`src/rtl/wb_trace_capture.sv`:
```
// wb_trace_capture: commit-trace receiver for the core's writeback debug port.
// Each retired instruction seen while capture_en is high becomes a 70-bit
// normalised record {pc, ena, reg, value}. Records are queued in a
// first-word-fall-through FIFO and offered on a valid/ready stream. Commit and
// drop counters plus a sticky overflow flag make lost records visible.
//
// Optional feature macro: WB_TRACE_SHADOW_EN
//   When defined, a 31x32 shadow register file tracks every normalised write,
//   including writes whose records were dropped. It is read through
//   shadow_addr / shadow_data.
//
// Stream handshake: trace_valid is high whenever the FIFO holds a record, and
// trace_* present the head record. A record transfers on a rising edge where
// trace_valid && trace_ready. While trace_valid=1 and trace_ready=0, every
// trace_* output holds steady. trace_valid never depends on trace_ready.
module wb_trace_capture #(
   parameter int DEPTH = 16,
   parameter int LVL_W = $clog2(DEPTH) + 1
) (
   input  logic             clk,
   input  logic             rst_n,
   input  logic             capture_en,
   input  logic             ovf_clr,
   input  logic             debug_wb_have_inst,
   input  logic [31:0]      debug_wb_pc,
   input  logic             debug_wb_ena,
   input  logic [4:0]       debug_wb_reg,
   input  logic [31:0]      debug_wb_value,
   output logic             trace_valid,
   input  logic             trace_ready,
   output logic [31:0]      trace_pc,
   output logic             trace_ena,
   output logic [4:0]       trace_reg,
   output logic [31:0]      trace_value,
   output logic [LVL_W-1:0] level,
   output logic [31:0]      commit_count,
   output logic [15:0]      drop_count,
`ifdef WB_TRACE_SHADOW_EN
   input  logic [4:0]       shadow_addr,
   output logic [31:0]      shadow_data,
`endif
   output logic             overflow
);

   localparam int PTR_W = $clog2(DEPTH);
   localparam int REC_W = 70;
   localparam logic [LVL_W-1:0] FULL_LVL = LVL_W'(DEPTH);

   logic [REC_W-1:0] mem [DEPTH];
   logic [PTR_W-1:0] wr_ptr;
   logic [PTR_W-1:0] rd_ptr;

   logic             ev;
   logic             wb_keep;
   logic             push;
   logic             pop;
   logic             drop;
   logic [REC_W-1:0] rec_in;

   // Event qualification, record normalisation and push/pop/drop decisions.
   always_comb begin
      ev      = debug_wb_have_inst && capture_en;
      wb_keep = debug_wb_ena && (debug_wb_reg != 5'd0);
      rec_in  = {debug_wb_pc, wb_keep,
                 wb_keep ? debug_wb_reg : 5'd0,
                 wb_keep ? debug_wb_value : 32'd0};
      pop     = trace_valid && trace_ready;
      // A full FIFO still accepts a record when the head leaves in the same cycle.
      push    = ev && ((level != FULL_LVL) || pop);
      drop    = ev && !push;
   end

   // FIFO storage: cleared on reset so the head reads zero while empty.
   always_ff @(posedge clk or negedge rst_n) begin
      if (!rst_n) begin
         for (int i = 0; i < DEPTH; i++) begin
            mem[i] <= '0;
         end
      end else if (push) begin
         mem[wr_ptr] <= rec_in;
      end
   end

   // Pointers and occupancy; full and empty are told apart by level alone.
   always_ff @(posedge clk or negedge rst_n) begin
      if (!rst_n) begin
         wr_ptr <= '0;
         rd_ptr <= '0;
         level  <= '0;
      end else begin
         if (push) begin
            wr_ptr <= wr_ptr + PTR_W'(1);
         end
         if (pop) begin
            rd_ptr <= rd_ptr + PTR_W'(1);
         end
         case ({push, pop})
            2'b10:   level <= level + LVL_W'(1);
            2'b01:   level <= level - LVL_W'(1);
            default: level <= level;
         endcase
      end
   end

   // Commit counter (wraps), drop counter (saturates) and sticky overflow.
   always_ff @(posedge clk or negedge rst_n) begin
      if (!rst_n) begin
         commit_count <= '0;
         drop_count   <= '0;
         overflow     <= 1'b0;
      end else begin
         if (ev) begin
            commit_count <= commit_count + 32'd1;
         end
         // A drop in the same cycle as a clear restarts the count at one.
         if (drop) begin
            overflow <= 1'b1;
            if (ovf_clr) begin
               drop_count <= 16'd1;
            end else if (drop_count != 16'hFFFF) begin
               drop_count <= drop_count + 16'd1;
            end
         end else if (ovf_clr) begin
            overflow   <= 1'b0;
            drop_count <= '0;
         end
      end
   end

   // Head record presentation (first-word fall-through).
   always_comb begin
      trace_valid = (level != '0);
      {trace_pc, trace_ena, trace_reg, trace_value} = mem[rd_ptr];
   end

`ifdef WB_TRACE_SHADOW_EN
   logic [31:0] shadow_q [31:1];

   // Shadow register file: follows every normalised write, dropped or not.
   always_ff @(posedge clk or negedge rst_n) begin
      if (!rst_n) begin
         for (int i = 1; i < 32; i++) begin
            shadow_q[i] <= '0;
         end
      end else if (ev && wb_keep) begin
         shadow_q[debug_wb_reg] <= debug_wb_value;
      end
   end

   // Shadow read port; x0 is hardwired to zero.
   always_comb begin
      shadow_data = 32'd0;
      if (shadow_addr != 5'd0) begin
         shadow_data = shadow_q[shadow_addr];
      end
   end
`endif

endmodule

```
`config.mk`:
```
export PLATFORM = sky130hd
export DESIGN_NAME = wb_trace_capture
export DESIGN_NICKNAME = d
export VERILOG_FILES = /design/src/rtl/wb_trace_capture.sv
export SDC_FILE = /design/constraint.sdc
export NUM_CORES = 2
export LEC_CHECK = 0
export CAP_MARGIN = 40
export CORE_MARGIN = 10
export CORE_UTILIZATION = 65
export DETAILED_ROUTE_END_ITERATION = 7
export PLACE_DENSITY = 0.84
export SYNTH_ARGS = -nofsm -noshare
export SYNTH_HDL_FRONTEND = slang
export SYNTH_SLANG_ARGS = --single-unit
```
`constraint.sdc`:
```
create_clock -name clk -period 5.9 [get_ports clk]
set_clock_uncertainty 0.2 [all_clocks]
set_input_delay 1.18 -clock clk [delete_from_list [all_inputs] [get_ports clk]]
set_output_delay 1.18 -clock clk [all_outputs]
set_load 0.005 [all_outputs]
```
# == Word-level counts from Yosys, hierarchy flattened ==
# Cells that the tools add are included.
# classes
n_addsub,6
order_cmp,3
n_eq_ne,4
muxes,15
bitwise,2
n_reduce_logical,14
# ops
op,count
$bwmux 1120,1
$bmux 70 s4,1
$demux 70 s4,1
$mux 70,3
$mux 16,4
$add 32x1->32 const B,1
$mux 32,1
$add 16x1->16 const B,1
$ne 16x16->1 const B,1
$ge 5x5->1 const B,2
$not 4->5,2
$pmux 5 s2,1
$reduce_bool 5->1,2
$add 4x1->4 const B,2
$logic_and 1x1->1,6
$reduce_bool 2->1,3
$add 5x1->5 const B,1
$lt 5x1->1 const B,1
$mux 5,1
$ne 5x5->1 const B,1
$sub 5x1->5 const B,1
$eq 2x1->1 const B,1
$eq 2x2->1 const B,1
$mux 1,2
other kinds (3),3
# totals
register_bits,1182
input_bits,76
output_inout_bits,125
wordCells,66

# == Depth between registers and ports, before layout ==
# logic_depth
ltp_word,8
mapped_depth,12
ltp_nobuf,11

# == Worst setup path before layout ==
# No wires, ideal clock.
# synth_timing
kind,in2reg
from,input port trace_ready
to,register level[4]
setup_ns,0.124
arrival_ns,3.279
t_required_ns,5.576
setup_slack_ns,2.298
stages,12
path_cell_list,nor2b_1 > a21oi_4 > buf_4 > inv_1 > ha_1 > inv_1 > fa_1 > nor2b_1 > o21ai_0 > nand3_1 > or3b_2 > xnor2_1
# synth_via
elab_chain_len,5
word_cells_on_any_way,7
# synth_lines
element,line,text
start: declaration,30,"input logic trace_ready,"
$logic_and 1x1->1 *,67,pop = trace_valid && trace_ready;
$logic_or 1x1->1,69,push = ev && ((level != FULL_LVL) || pop);
$logic_and 1x1->1,69,
$eq 2x1->1 / $eq 2x2->1 (equally long branches),97,"case ({push, pop})"
$pmux 5 s2 / $reduce_bool 2->1 (equally long branches),--,
end signal: assignment,98,2'b10: level <= level + LVL_W'(1);
end signal: assignment,99,2'b01: level <= level - LVL_W'(1);
end signal: assignment,100,default: level <= level;
end: declaration,35,"output logic [LVL_W-1:0] level,"
# Every way passes the cells marked *; elsewhere a longest branch is shown, timed or not.
# A chain may end at the register's enable or synchronous reset.

# == Worst setup path in the final report ==
# layout_timing
from,register rd_ptr[0]
to,output port trace_value[3]
# layout_via
elab_chain_len,4
# layout_lines
element,line,text
start: declaration,51,logic [PTR_W-1:0] rd_ptr;
start signal: assignment,95,rd_ptr <= rd_ptr + PTR_W'(1);
$not 4->5 (implied by the code),133,"{trace_pc, trace_ena, trace_reg, trace_value} = mem[rd_ptr];"
$bmux 70 s4,133,
$mux 70 (implied by the code) (2 in series),133,
end: declaration,34,"output logic [31:0] trace_value,"
# Every way passes these cells. The select of a mux whose other input is x is not followed.

==> results.sh <==
export IMPL_register_area_share_after_synthesis_pct=56.6
export IMPL_final_layout_size_suffix_gt1_share_pct=26.2
export IMPL_drv_max_cap_violation_count=0
export IMPL_antenna_violation_net_count_after_detailed_routing=0
export IMPL_gpl_final_weighted_congestion=0.793
export IMPL_critPathRequiredTime_ns=4.52
export IMPL_design_die_area_sq_um=92100
export IMPL_grt_antenna_before_repair=4
export IMPL_wirelength_microns=126000
export IMPL_r2r_start="level[1]"
export IMPL_setup_violations=0
export IMPL_worst_ep_arrival_time_ns=3.62
export IMPL_slew_at_the_pin_closest_to_its_max_slew_limit_ns=0.960
export IMPL_clkPwrFrac_pct=24.2
export IMPL_drv_slew=0
export IMPL_floorplan_die_height_microns=304
export IMPL_synth_edff_count=0
export IMPL_postSynth_topFlopCell="sky130_fd_sc_hd__dfrtp_1"
export IMPL_synthXorXnorAreaFrac_pct=0.804
export IMPL_grt_ovfl_total=0
export IMPL_worstHoldPathType="reg2reg"
export IMPL_yosysUniqueCellTypes=53
export IMPL_outcome="finished clean"
export IMPL_syn2layout_area_growth_pct=12.4
export IMPL_reported_net_switching_power_mw=9.54
export IMPL_layout_worst_path_cycle_share_pct=84.8
export IMPL_fp_row_count=103
export IMPL_fraction_of_synthesized_area_in_multiplexers_pct=26.2
export IMPL_start_kind="register"
export IMPL_finalNetCount=4021
export IMPL_cts_setup_buffers=0
export IMPL_global_route_wire_length_before_repair_microns=203000
export IMPL_post_synth_instance_area_sq_um=52300
export IMPL_final_hold_worst_slack_ns=0.273
export IMPL_via_per_inst=6.46
export IMPL_combPwrFrac_pct=33.3
export IMPL_p_leak_nw=26.2
export IMPL_timing_critical_path_fanout_max=26
export IMPL_cts_sinks=1182
export IMPL_tritoncts_buffers=116
export IMPL_net_switching_share_of_the_total_power_pct=30.7
export IMPL_synth_top_family_by_area="multiplexers"
export IMPL_grt_util_all_layers_pct=28.2
export IMPL_drt_wirelength_per_cell_microns=24.9
export IMPL_clockRootBuffer="sky130_fd_sc_hd__clkbuf_16"
export IMPL_number_of_register_bits_inferred_by_synthesis=1182
export IMPL_maxClockFrequency_mhz=200
export IMPL_cts_max_level=3
export IMPL_dpl_hpwl_microns=72700
export IMPL_max_root_sink_buffers=3
export IMPL_postCtsResizedCells=0
export IMPL_setup_tns_ns=0
export IMPL_power_frac_seq_pct=42.5
export IMPL_die_w_microns=304
export IMPL_setup_worst_path_class="reg2out"
export IMPL_floorplan_core_area_sq_um=79400
export IMPL_finalHoldViolations=0
export IMPL_rsz0062_at_grt="no"
export IMPL_drt_first_iter_violations=2977
export IMPL_worst_skew_pair_late_latency_ns=0.68
export IMPL_io_buffers=200
export IMPL_finalInstanceArea_sq_um=58800
export IMPL_cp_startpoint="rd_ptr[0]"
export IMPL_clock_slew_at_the_register_clock_pins_of_the_worst_setup_and_hold_paths_ns=0.06
export IMPL_first_global_vias=35700
export IMPL_synth_async_sr_flop_share_pct=100
export IMPL_remaining_design_rule_violation_count=0
export IMPL_io_pin_count=201
export IMPL_synth_net_count=3963
export IMPL_final_fill_count=4728
export IMPL_slew_limit_headroom_pct=36.0
export IMPL_post_route_util_pct=74.0
export IMPL_yosys_area_share_adder_pct=0.302
export IMPL_initial_utilization_pct=65.8
export IMPL_cts_hold_buf=0
export IMPL_internal_power_mw=21.5
export IMPL_syn_instance_count=3875
export IMPL_final_cells=5074
export IMPL_yosysWarningCount=0
export IMPL_placed_cell_area_sq_um=54900
export IMPL_drt_pre_antenna_iters=6
export IMPL_synth_compound_area_share_pct=6.15
export IMPL_yosys_area_share_simple_pct=6.32
export IMPL_cts_tree="built"
export IMPL_place_detailed_instances=4865
export IMPL_final_period_minus_worst_setup_slack_ns=5.00
export IMPL_power_density_nw_per_um2=529
export IMPL_power_ir_vdd_worst_uv=375
export IMPL_holdCritStartpoint="mem[858]"
export IMPL_end_kind="output port"
export IMPL_grt_start_max_net_pins=147
export IMPL_synth_area_per_cell_sq_um=13.5
export IMPL_route_vias_total=32800
registers in the layout, summed over array words and instances (netlist names):
register and cells:
commit_count 32, rd_ptr 4, wr_ptr 4, mem 1120, drop_count 16, level 5, overflow 1
layout by cell type (no fill, tap or decap), types with 13 or more instances in the layout:
master                               n
sky130_fd_sc_hd__clkbuf_16         117
sky130_fd_sc_hd__xor2_1             15
sky130_fd_sc_hd__nand4_1            19
sky130_fd_sc_hd__mux2_1             98
sky130_fd_sc_hd__clkbuf_8           26
sky130_fd_sc_hd__xnor2_1            33
sky130_fd_sc_hd__o21ai_0           604
sky130_fd_sc_hd__mux4_2            350
sky130_fd_sc_hd__clkinv_2           19
sky130_fd_sc_hd__inv_1              13
sky130_fd_sc_hd__dfrtp_1          1178
sky130_fd_sc_hd__clkdlybuf4s50_1   199
sky130_fd_sc_hd__buf_4              46
sky130_fd_sc_hd__buf_12             31
sky130_fd_sc_hd__clkbuf_1           29
sky130_fd_sc_hd__nand2_1           667
sky130_fd_sc_hd__nor2_1             20
sky130_fd_sc_hd__mux2_2            416
sky130_fd_sc_hd__nand3_1            18
worst max-delay path, cell delays in order (launching register included):
cell and delay, ns:
sky130_fd_sc_hd__dfrtp_4 0.84, sky130_fd_sc_hd__buf_4 0.44, sky130_fd_sc_hd__mux4_2 0.55, sky130_fd_sc_hd__mux4_2 0.56
sky130_fd_sc_hd__clkdlybuf4s50_1 0.52
per-stage QoR:
step / setup WS, ns / power, mW
4_1_cts: 0.830 / 31.2
6_report: 0.900 / 31.1
2_1_floorplan: 2.30 / 19.8
5_1_grt: 0.782 / 32.6
3_5_place_dp: 1.26 / 23.5
3_3_place_gp: 1.35 / 22.9
final timing paths:
| kind | depth (start not counted) | slack [ns] | endpoint |
|---|---|---|---|
| min in group asynchronous | 1 | 0.35 | mem[408] |
| max | 4 | 0.90 | trace_value[3] |
| max reg2reg | 7 | 2.20 | mem[745] |
| min | 2 | 0.27 | mem[858] |
| min reg2reg | 2 | 0.27 | mem[858] |
| max in group asynchronous | 2 | 3.72 | mem[796] |
final cells by class:
cell class              count  area, sq um  area share, %
diodes                      1         2.50        0.00426
clock inverters            36          477          0.811
flip-flops and latches   1182        29600           50.4
multi-input cells        2340        20900           35.5
inverters                  13         48.8         0.0830
repair buffers            280         3060           5.20
clock buffers             172         3390           5.78
well taps                1050         1310           2.24
cell families after synthesis:
kind of cell,count (synthesis)
XOR/XNOR,48
multiplexers,866
AND/OR/NAND/NOR,780
flip-flops,1182
adder cells (fa/ha/maj),12
buffers and inverters,353
AO/OA/AOI/OAI,634
cells in the mapped netlist, types with 3 or more instances:
cell | n | area [sq um]
sky130_fd_sc_hd__buf_1 | 9 | 33.8
sky130_fd_sc_hd__nand4_1 | 19 | 119
sky130_fd_sc_hd__xor2_1 | 15 | 131
sky130_fd_sc_hd__o21ai_0 | 604 | 3020
sky130_fd_sc_hd__nor3_1 | 5 | 25.0
sky130_fd_sc_hd__and2_1 | 4 | 25.0
sky130_fd_sc_hd__o21ai_1 | 12 | 60.1
sky130_fd_sc_hd__nand2_1 | 667 | 2500
sky130_fd_sc_hd__mux2_2 | 416 | 4680
sky130_fd_sc_hd__inv_1 | 13 | 48.8
sky130_fd_sc_hd__clkbuf_1 | 148 | 556
sky130_fd_sc_hd__and4_1 | 3 | 26.3
sky130_fd_sc_hd__buf_6 | 25 | 282
sky130_fd_sc_hd__xnor2_1 | 33 | 289
sky130_fd_sc_hd__clkbuf_2 | 32 | 160
sky130_fd_sc_hd__dfrtp_1 | 1182 | 29600
sky130_fd_sc_hd__nand4_4 | 4 | 85.1
sky130_fd_sc_hd__nor4_4 | 3 | 63.8
sky130_fd_sc_hd__nor2_1 | 20 | 75.1
sky130_fd_sc_hd__nor2b_1 | 4 | 25.0
sky130_fd_sc_hd__mux2_1 | 98 | 1100
sky130_fd_sc_hd__buf_4 | 74 | 556
sky130_fd_sc_hd__nand3_1 | 19 | 95.1
sky130_fd_sc_hd__mux4_2 | 350 | 7880
sky130_fd_sc_hd__ha_1 | 11 | 138
sky130_fd_sc_hd__a21oi_1 | 6 | 30.0
sky130_fd_sc_hd__nand3_2 | 10 | 100
sky130_fd_sc_hd__and3_1 | 7 | 43.8
sky130_fd_sc_hd__a211oi_1 | 3 | 22.5
sky130_fd_sc_hd__buf_2 | 52 | 260
per-layer routing:
metal | wire length [microns] | share of wire [%] | track usage [%] | up-vias
met4 | 5500 | 4.4 | 13.2 | 6
met5 | 38 | 0.030 | 0 | -
li1 | - | - | - | 14000
met3 | 8690 | 6.9 | 4.85 | 350
met2 | 63100 | 50 | 46.2 | 1266
met1 | 49100 | 39 | 36.8 | 17100
power groups by stage:
stage / clock (mW) / sequential (mW) / combinational (mW)
6_report: 7.52 / 13.2 / 10.3
5_1_grt: 7.92 / 13.6 / 11.2
4_1_cts: 7.59 / 13.2 / 10.5
3_5_place_dp: 0 / 13.2 / 10.3
3_3_place_gp: 0 / 13.0 / 9.84
2_1_floorplan: 0 / 12.4 / 7.45
Note: power is estimated with default switching activity, not from simulation.
